**src/rtl/audio_phrase_seq_if.sv**
```systemverilog
// Push-side, clip-table and playback-controller signals of the phrase sequencer.
// master = calculator core / playback controller side, slave = audio_phrase_seq.
interface audio_phrase_seq_if #(
  parameter int DEPTH     = 8,
  parameter int NUM_CLIPS = 16
);
  localparam int IDW = $clog2(NUM_CLIPS);
  localparam int CW  = $clog2(DEPTH) + 1;

  logic           push;
  logic [IDW-1:0] push_id;
  logic           full;
  logic [CW-1:0]  count;
  logic           flush;
  logic           tbl_we;
  logic [IDW-1:0] tbl_idx;
  logic [23:0]    tbl_start;
  logic [23:0]    tbl_end;
  logic [23:0]    start_address;
  logic [23:0]    end_address;
  logic           play_start;
  logic           play_finish;
  logic           busy;
  logic           err;

  modport master (
    output push, push_id, flush, tbl_we, tbl_idx, tbl_start, tbl_end, play_finish,
    input  full, count, start_address, end_address, play_start, busy, err
  );

  modport slave (
    input  push, push_id, flush, tbl_we, tbl_idx, tbl_start, tbl_end, play_finish,
    output full, count, start_address, end_address, play_start, busy, err
  );
endinterface

```
**src/rtl/audio_phrase_seq.sv**
```systemverilog
// Clip-ID FIFO + clip table + playback sequencer with a fixed silence gap between clips.
// Optional build macro SEQ_TIMEOUT_EN adds a WAIT_ACK timeout of ACK_TIMEOUT cycles.
module audio_phrase_seq #(
  parameter int DEPTH       = 8,
  parameter int NUM_CLIPS   = 16,
  parameter int GAP_CYCLES  = 2500,
  parameter int ACK_TIMEOUT = 64
) (
  input logic              clk,
  input logic              reset_n,
  audio_phrase_seq_if.slave bus
);
  localparam int IDW = $clog2(NUM_CLIPS);
  localparam int PW  = $clog2(DEPTH);
  localparam int CW  = PW + 1;
  localparam int GW  = (GAP_CYCLES > 0) ? $clog2(GAP_CYCLES + 1) : 1;
  localparam logic [CW-1:0] DEPTH_C = CW'(DEPTH);
  localparam logic [GW-1:0] GAP_C   = GW'(GAP_CYCLES);

  typedef enum logic [2:0] {
    S_IDLE      = 3'd0,
    S_LOAD      = 3'd1,
    S_START     = 3'd2,
    S_WAIT_ACK  = 3'd3,
    S_WAIT_DONE = 3'd4,
    S_GAP       = 3'd5
  } state_e;

  state_e         state_q, state_d;
  logic [IDW-1:0] fifo_q [DEPTH];
  logic [PW-1:0]  rd_ptr_q, wr_ptr_q;
  logic [CW-1:0]  count_q, count_d;
  logic           full_q;
  logic [23:0]    tbl_st_q [NUM_CLIPS];
  logic [23:0]    tbl_en_q [NUM_CLIPS];
  logic [23:0]    start_addr_q, start_addr_d;
  logic [23:0]    end_addr_q, end_addr_d;
  logic [GW-1:0]  gap_q, gap_d;
  logic           play_start_q, busy_q, err_q;
  logic           pop_s, push_ok_s, overflow_s, bad_clip_s, timeout_s, ack_expired_s;
  logic [IDW-1:0] head_id_s;

`ifdef SEQ_TIMEOUT_EN
  localparam int AW = $clog2(ACK_TIMEOUT + 1);
  logic [AW-1:0] ack_cnt_q;

  // Cycles spent in WAIT_ACK for the current clip
  always_ff @(posedge clk or negedge reset_n) begin
    if (!reset_n) begin
      ack_cnt_q <= '0;
    end else if (state_q == S_WAIT_ACK) begin
      ack_cnt_q <= ack_cnt_q + AW'(1'b1);
    end else begin
      ack_cnt_q <= '0;
    end
  end

  assign ack_expired_s = (state_q == S_WAIT_ACK) && (ack_cnt_q == AW'(ACK_TIMEOUT - 1));
`else
  // No timeout hardware: WAIT_ACK waits for the controller indefinitely.
  assign ack_expired_s = 1'b0 && (ACK_TIMEOUT > 0);
`endif

  // FIFO handshake: a pop happens only in LOAD with data present; flush beats push
  always_comb begin
    head_id_s  = fifo_q[rd_ptr_q];
    pop_s      = (state_q == S_LOAD) && (count_q != '0);
    push_ok_s  = bus.push && !bus.flush && (!full_q || pop_s);
    overflow_s = bus.push && !bus.flush && full_q && !pop_s;
    if (bus.flush) begin
      count_d = '0;
    end else if (push_ok_s && !pop_s) begin
      count_d = count_q + CW'(1'b1);
    end else if (pop_s && !push_ok_s) begin
      count_d = count_q - CW'(1'b1);
    end else begin
      count_d = count_q;
    end
  end

  // Sequencer next-state logic
  always_comb begin
    state_d      = state_q;
    start_addr_d = start_addr_q;
    end_addr_d   = end_addr_q;
    gap_d        = gap_q;
    bad_clip_s   = 1'b0;
    timeout_s    = 1'b0;
    case (state_q)
      S_IDLE: begin
        if (count_q != '0) state_d = S_LOAD;
        else               state_d = S_IDLE;
      end
      S_LOAD: begin
        if (!pop_s) begin
          state_d = S_IDLE;
        end else begin
          start_addr_d = tbl_st_q[head_id_s];
          end_addr_d   = tbl_en_q[head_id_s];
          if (tbl_en_q[head_id_s] < tbl_st_q[head_id_s]) begin
            bad_clip_s = 1'b1;
            state_d    = S_IDLE;
          end else begin
            state_d = S_START;
          end
        end
      end
      S_START: begin
        state_d = S_WAIT_ACK;
      end
      S_WAIT_ACK: begin
        if (!bus.play_finish) begin
          state_d = S_WAIT_DONE;
        end else if (ack_expired_s) begin
          timeout_s = 1'b1;
          gap_d     = GAP_C;
          state_d   = S_GAP;
        end else begin
          state_d = S_WAIT_ACK;
        end
      end
      S_WAIT_DONE: begin
        if (bus.play_finish) begin
          gap_d   = GAP_C;
          state_d = S_GAP;
        end else begin
          state_d = S_WAIT_DONE;
        end
      end
      S_GAP: begin
        if (gap_q != '0)        gap_d   = gap_q - GW'(1'b1);
        else if (count_q != '0) state_d = S_LOAD;
        else                    state_d = S_IDLE;
      end
      default: begin
        state_d = S_IDLE;
      end
    endcase
  end

  // State, addresses, status flags and FIFO pointers
  always_ff @(posedge clk or negedge reset_n) begin
    if (!reset_n) begin
      state_q      <= S_IDLE;
      start_addr_q <= 24'h000000;
      end_addr_q   <= 24'h000000;
      gap_q        <= '0;
      play_start_q <= 1'b0;
      busy_q       <= 1'b0;
      err_q        <= 1'b0;
      count_q      <= '0;
      full_q       <= 1'b0;
      rd_ptr_q     <= '0;
      wr_ptr_q     <= '0;
    end else begin
      state_q      <= state_d;
      start_addr_q <= start_addr_d;
      end_addr_q   <= end_addr_d;
      gap_q        <= gap_d;
      play_start_q <= (state_d == S_START);
      busy_q       <= (state_d != S_IDLE);
      count_q      <= count_d;
      full_q       <= (count_d == DEPTH_C);
      if (bus.flush) begin
        err_q <= 1'b0;
      end else if (overflow_s || bad_clip_s || timeout_s) begin
        err_q <= 1'b1;
      end else begin
        err_q <= err_q;
      end
      if (bus.flush) begin
        rd_ptr_q <= '0;
        wr_ptr_q <= '0;
      end else begin
        if (pop_s)     rd_ptr_q <= rd_ptr_q + PW'(1'b1);
        else           rd_ptr_q <= rd_ptr_q;
        if (push_ok_s) wr_ptr_q <= wr_ptr_q + PW'(1'b1);
        else           wr_ptr_q <= wr_ptr_q;
      end
    end
  end

  // FIFO storage; a simultaneous pop reads the old head before it is overwritten
  always_ff @(posedge clk or negedge reset_n) begin
    if (!reset_n) begin
      for (int i = 0; i < DEPTH; i++) fifo_q[i] <= '0;
    end else if (push_ok_s) begin
      fifo_q[wr_ptr_q] <= bus.push_id;
    end else begin
      fifo_q[wr_ptr_q] <= fifo_q[wr_ptr_q];
    end
  end

  // Clip table; LOAD reads pre-write contents, so a same-cycle write applies to the next clip
  always_ff @(posedge clk or negedge reset_n) begin
    if (!reset_n) begin
      for (int i = 0; i < NUM_CLIPS; i++) begin
        tbl_st_q[i] <= 24'h000000;
        tbl_en_q[i] <= 24'h000000;
      end
    end else if (bus.tbl_we) begin
      tbl_st_q[bus.tbl_idx] <= bus.tbl_start;
      tbl_en_q[bus.tbl_idx] <= bus.tbl_end;
    end else begin
      tbl_st_q[bus.tbl_idx] <= tbl_st_q[bus.tbl_idx];
      tbl_en_q[bus.tbl_idx] <= tbl_en_q[bus.tbl_idx];
    end
  end

  assign bus.full          = full_q;
  assign bus.count         = count_q;
  assign bus.start_address = start_addr_q;
  assign bus.end_address   = end_addr_q;
  assign bus.play_start    = play_start_q;
  assign bus.busy          = busy_q;
  assign bus.err           = err_q;
endmodule
```
**src/flat_wrapper.sv**
```systemverilog
// flat-port wrapper written by rule: the top's interface ports become plain ports
module audio_phrase_seq_flat 
#(
  parameter int DEPTH       = 8,
  parameter int NUM_CLIPS   = 16,
  parameter int GAP_CYCLES  = 2500,
  parameter int ACK_TIMEOUT = 64
)
  (clk, reset_n, bus_push, bus_push_id, bus_flush, bus_tbl_we, bus_tbl_idx, bus_tbl_start, bus_tbl_end, bus_play_finish, bus_full, bus_count, bus_start_address, bus_end_address, bus_play_start, bus_busy, bus_err);
  audio_phrase_seq_if #(.DEPTH(DEPTH), .NUM_CLIPS(NUM_CLIPS)) bus_i ();
  input logic clk;
  input logic reset_n;
  input wire logic [$bits(bus_i.push)-1:0] bus_push;
  input wire logic [$bits(bus_i.push_id)-1:0] bus_push_id;
  input wire logic [$bits(bus_i.flush)-1:0] bus_flush;
  input wire logic [$bits(bus_i.tbl_we)-1:0] bus_tbl_we;
  input wire logic [$bits(bus_i.tbl_idx)-1:0] bus_tbl_idx;
  input wire logic [$bits(bus_i.tbl_start)-1:0] bus_tbl_start;
  input wire logic [$bits(bus_i.tbl_end)-1:0] bus_tbl_end;
  input wire logic [$bits(bus_i.play_finish)-1:0] bus_play_finish;
  output wire logic [$bits(bus_i.full)-1:0] bus_full;
  output wire logic [$bits(bus_i.count)-1:0] bus_count;
  output wire logic [$bits(bus_i.start_address)-1:0] bus_start_address;
  output wire logic [$bits(bus_i.end_address)-1:0] bus_end_address;
  output wire logic [$bits(bus_i.play_start)-1:0] bus_play_start;
  output wire logic [$bits(bus_i.busy)-1:0] bus_busy;
  output wire logic [$bits(bus_i.err)-1:0] bus_err;
  assign bus_i.push = bus_push;
  assign bus_i.push_id = bus_push_id;
  assign bus_i.flush = bus_flush;
  assign bus_i.tbl_we = bus_tbl_we;
  assign bus_i.tbl_idx = bus_tbl_idx;
  assign bus_i.tbl_start = bus_tbl_start;
  assign bus_i.tbl_end = bus_tbl_end;
  assign bus_i.play_finish = bus_play_finish;
  assign bus_full = bus_i.full;
  assign bus_count = bus_i.count;
  assign bus_start_address = bus_i.start_address;
  assign bus_end_address = bus_i.end_address;
  assign bus_play_start = bus_i.play_start;
  assign bus_busy = bus_i.busy;
  assign bus_err = bus_i.err;
  audio_phrase_seq #(.DEPTH(DEPTH), .NUM_CLIPS(NUM_CLIPS), .GAP_CYCLES(GAP_CYCLES), .ACK_TIMEOUT(ACK_TIMEOUT)) u_core (.clk(clk), .reset_n(reset_n), .bus(bus_i));
endmodule
```
**config.mk**
```make
export PLATFORM = sky130hd
export DESIGN_NAME = audio_phrase_seq_flat
export DESIGN_NICKNAME = d
export VERILOG_FILES = /design/src/rtl/audio_phrase_seq_if.sv /design/src/rtl/audio_phrase_seq.sv /design/src/flat_wrapper.sv
export SDC_FILE = /design/constraint.sdc
export NUM_CORES = 2
export LEC_CHECK = 0
export CORE_ASPECT_RATIO = 1.2
export CORE_MARGIN = 4
export CORE_UTILIZATION = 60
export DETAILED_ROUTE_END_ITERATION = 10
export GPL_ROUTABILITY_DRIVEN = 0
export PLACE_DENSITY = 0.86
export RECOVER_POWER = 50
export SYNTH_ARGS = -nofsm -noshare
export SYNTH_HDL_FRONTEND = slang
export SYNTH_SLANG_ARGS = --single-unit
export TNS_END_PERCENT = 50
```
**constraint.sdc**
```tcl
create_clock -name clk -period 6.5 [get_ports clk]
set_input_delay 0.975 -clock clk [delete_from_list [all_inputs] [get_ports clk]]
set_output_delay 0.975 -clock clk [all_outputs]
set_load 0.005 [all_outputs]
```
==> reports/qor.csv <==
metric,value,unit
status,"finished, violations left",
failing checks,"max-capacitance violations, max-slew violations",
Root Driver,clkbuf_16,
hold path start,u_core.bus.start_address[20],
worst-path fanout max,42,
Vias,39300,
most frequent cells in the layout,"dfrtp_1, nand2_1, a21oi_1, nor2_1, o21ai_0",
H-tree depth,3,
Row Count,110,
post-CTS setup buffer count,0,
Avg Vias per Cell,7.02,
Worst-path clk slew,0.07,ns
unrepaired setup endpoints after global routing,no,
FF-to-FF End,u_core.bus.err,
CP bufs+invs,2,
cell accounting for the most synthesized area,dfrtp_1,
Yosys warnings,0,
post-synthesis sequential area ratio,48.1,%
share of flip-flops with an asynchronous set or reset,100,%
I/O Pins,118,
max cap viols,1,
Iter 0 DRT Violations,5462,
Top Family by Delay on Critical Path,compound AO/OA/AOI/OAI gates,
"Hold Vio Cnt, Final",0,
startpoint type of the worst setup path,flip-flop,
HPWL Detailed,79800,µm
die footprint,80600,µm²
first-pass GRT wire length,218000,µm
Tot Pwr,26100,µW
Placed Instances,5449,
Critical Path End Type,flip-flop,
drt drc,0,
Slew @ Worst Pin,5.06,ns
ANT cells,0,
vias in the first global route,39400,
fmax,0.164,GHz
Mean Syn Cell Area,9.74,µm²
worst hold stages,2,
initial antenna violation count,4,
minimum clock period,6.10,ns
drt total wl,140000,µm
largest net degree at the start of global routing,167,
#FFs+latches synth,877,
Syn Inst Count,4686,
Worst Reg-to-Reg Cells,16,
initial core utilization,60.7,%
Critical-path top delay cell,a21oi_1,
PwrDens,516,nW/µm²
fin crit share,93.8,%
port bufs,117,
"EDFF count, synth",0,
Hold WC Path Type,flip-flop to flip-flop,
Longest Clk Path Bufs,3,
post-cts sizing count,0,
Pre-Repair DR Iteration Count,6,
CP max stage delay,0.84,ns
critical path class,flip-flop to flip-flop,
WL/cell,25.0,µm
Clock Skew,0.0373,ns
TritonCTS clock tree,done,
Final ANT Viol Nets,0,
core footprint,75100,µm²
worst reg-to-reg setup slack,0.40,ns
CP Data Arrival Time,6.65,ns
syn nets,4777,
setup TNS,0,ns
"most common cell after layout, fill and taps aside",dfrtp_1,
Max Slew Vio Count,102,
final setup margin,0.402,ns
Sink Count,877,
final net count,4620,
pre-CTS WS,0.792,ns
hold buffer count at cts,0,
worst-skew pair later-pin latency,0.68,ns
Die H,310,µm
area growth from synthesis to layout,10.6,%
share of post-route cells with drive strength above 1,11.7,%
Die X,260,µm
Final setup viols,0,
Peak VDD IR,310,µV
Hold Path End,u_core.bus.start_address[20],
critical-path cell list,mux4_2 > mux2i_4 > buf_12 > buf_4 > and2_1 > a211oi_1 > a311oi_1 > a21oi_1 > a21oi_1 > ha_1 > nand4_1 > nor3_1 > nand3_1 > a21oi_1 > a211oi_2 > o31a_1,
Non-Filler Instances,5601,
critical register-to-register path startpoint,u_core.rd_ptr_q[0],
CTS Buf Count,85,
top_reg_cell synth,dfrtp_1,
Synth cell types,49,
cell area after synthesis,45600,µm²
"most used cell, CP",a21oi_1,
gr usage total,34.6,%
Leakage,0.0207,µW
Yosys top cell area share,48.1,%
total grt overflow,0,
WP data required,7.05,ns
Area contributors post-synth,"dfrtp_1, mux4_2, a21oi_1, nand2_1, nor2_1",
Slew headroom,-237,%
Post-Route Utilization,67.2,%
-- power breakdown --
part / switching [µW] / leakage [µW] / internal (µW)
logic: 7450 / 0.00903 / 4650
clock network: 2240 / 0.00148 / 3230
registers: 1450 / 0.0102 / 7020
total: 11100 / 0.0207 / 14900
-- per-layer routing --
layer | vias up | part of all wire, % | global-route usage, %
li1 | 16400 | - | -
met1 | 19100 | 34 | 43.2
met4 | 6 | 8.5 | 26.4
met3 | 807 | 12 | 8.64
met5 | - | 0.033 | 0
met2 | 2955 | 45 | 52.6
-- tightest hold or removal path, cell delays in order (launching register included) --
cell     delay, ns
dfrtp_1       0.34
nand2_1       0.05
o21ai_1       0.06
-- final cells by class --
class	count	area, µm²
Fill cell	5247	24700
Multi-Input combinational cell	3346	22100
Sequential cell	877	21900
Clock buffer	111	2340
Timing Repair Buffer	208	2120
Tap cell	1008	1260
Clock inverter	40	717
Inverter	11	41.3
-- state kept, by name (all words and copies together), names as in the netlist, 3 cells and up --
signal / count
u_core.state_q: 3
u_core.tbl_st_q: 384
u_core.bus.end_address: 24
u_core.rd_ptr_q: 3
u_core.gap_q: 12
u_core.fifo_q: 32
u_core.wr_ptr_q: 3
u_core.bus.count: 4
u_core.tbl_en_q: 384
u_core.bus.start_address: 24
-- per-stage QoR --
step	hold WS (ns)	area [µm²]
after floorplan	0.459	45600
after global placement	0.463	47400
after detailed placement	0.475	47400
after CTS	0.428	50500
after global routing	0.507	50500
final	0.479	50500
-- how the worst max path moves through the flow --
stage,startpoint,to,depth (start not counted)
finish,u_core.rd_ptr_q[0],u_core.bus.err,16
global route,reset_n,u_core.tbl_en_q[224],2
global placement,u_core.rd_ptr_q[0],u_core.bus.err,16
detailed placement,u_core.rd_ptr_q[0],u_core.bus.err,16
CTS,u_core.rd_ptr_q[0],u_core.bus.err,16
floorplan,u_core.rd_ptr_q[0],u_core.state_q[1],18
-- cell usage after synthesis (7+ instances only) --
master	instances
a211oi_1	234
a21o_1	34
a21oi_1	619
a221oi_1	7
a22oi_1	9
a311oi_1	96
a31oi_1	96
and2_1	186
buf_1	37
buf_2	21
clkbuf_1	392
dfrtp_1	877
ha_1	29
inv_1	11
mux2_2	25
mux2i_1	58
mux4_2	254
nand2_1	700
nand2b_1	9
nand3_1	23
nand4_1	7
nor2_1	569
nor3_1	18
o21ai_0	298
o21ai_1	10
xnor2_1	8
-- cell families (layout without fill, tap and decap cells) --
kind of cell	count (synthesis)	after routing	synth area share, %
fa+ha+maj	29	29	0.795
xor+xnor	14	14	0.269
mux	338	338	14.5
buf+inv	463	370	3.89
compound gates	1416	1416	18.3
flops	877	877	48.1
simple gates	1549	1549	14.2
Note: power is estimated with default switching activity, not from simulation.
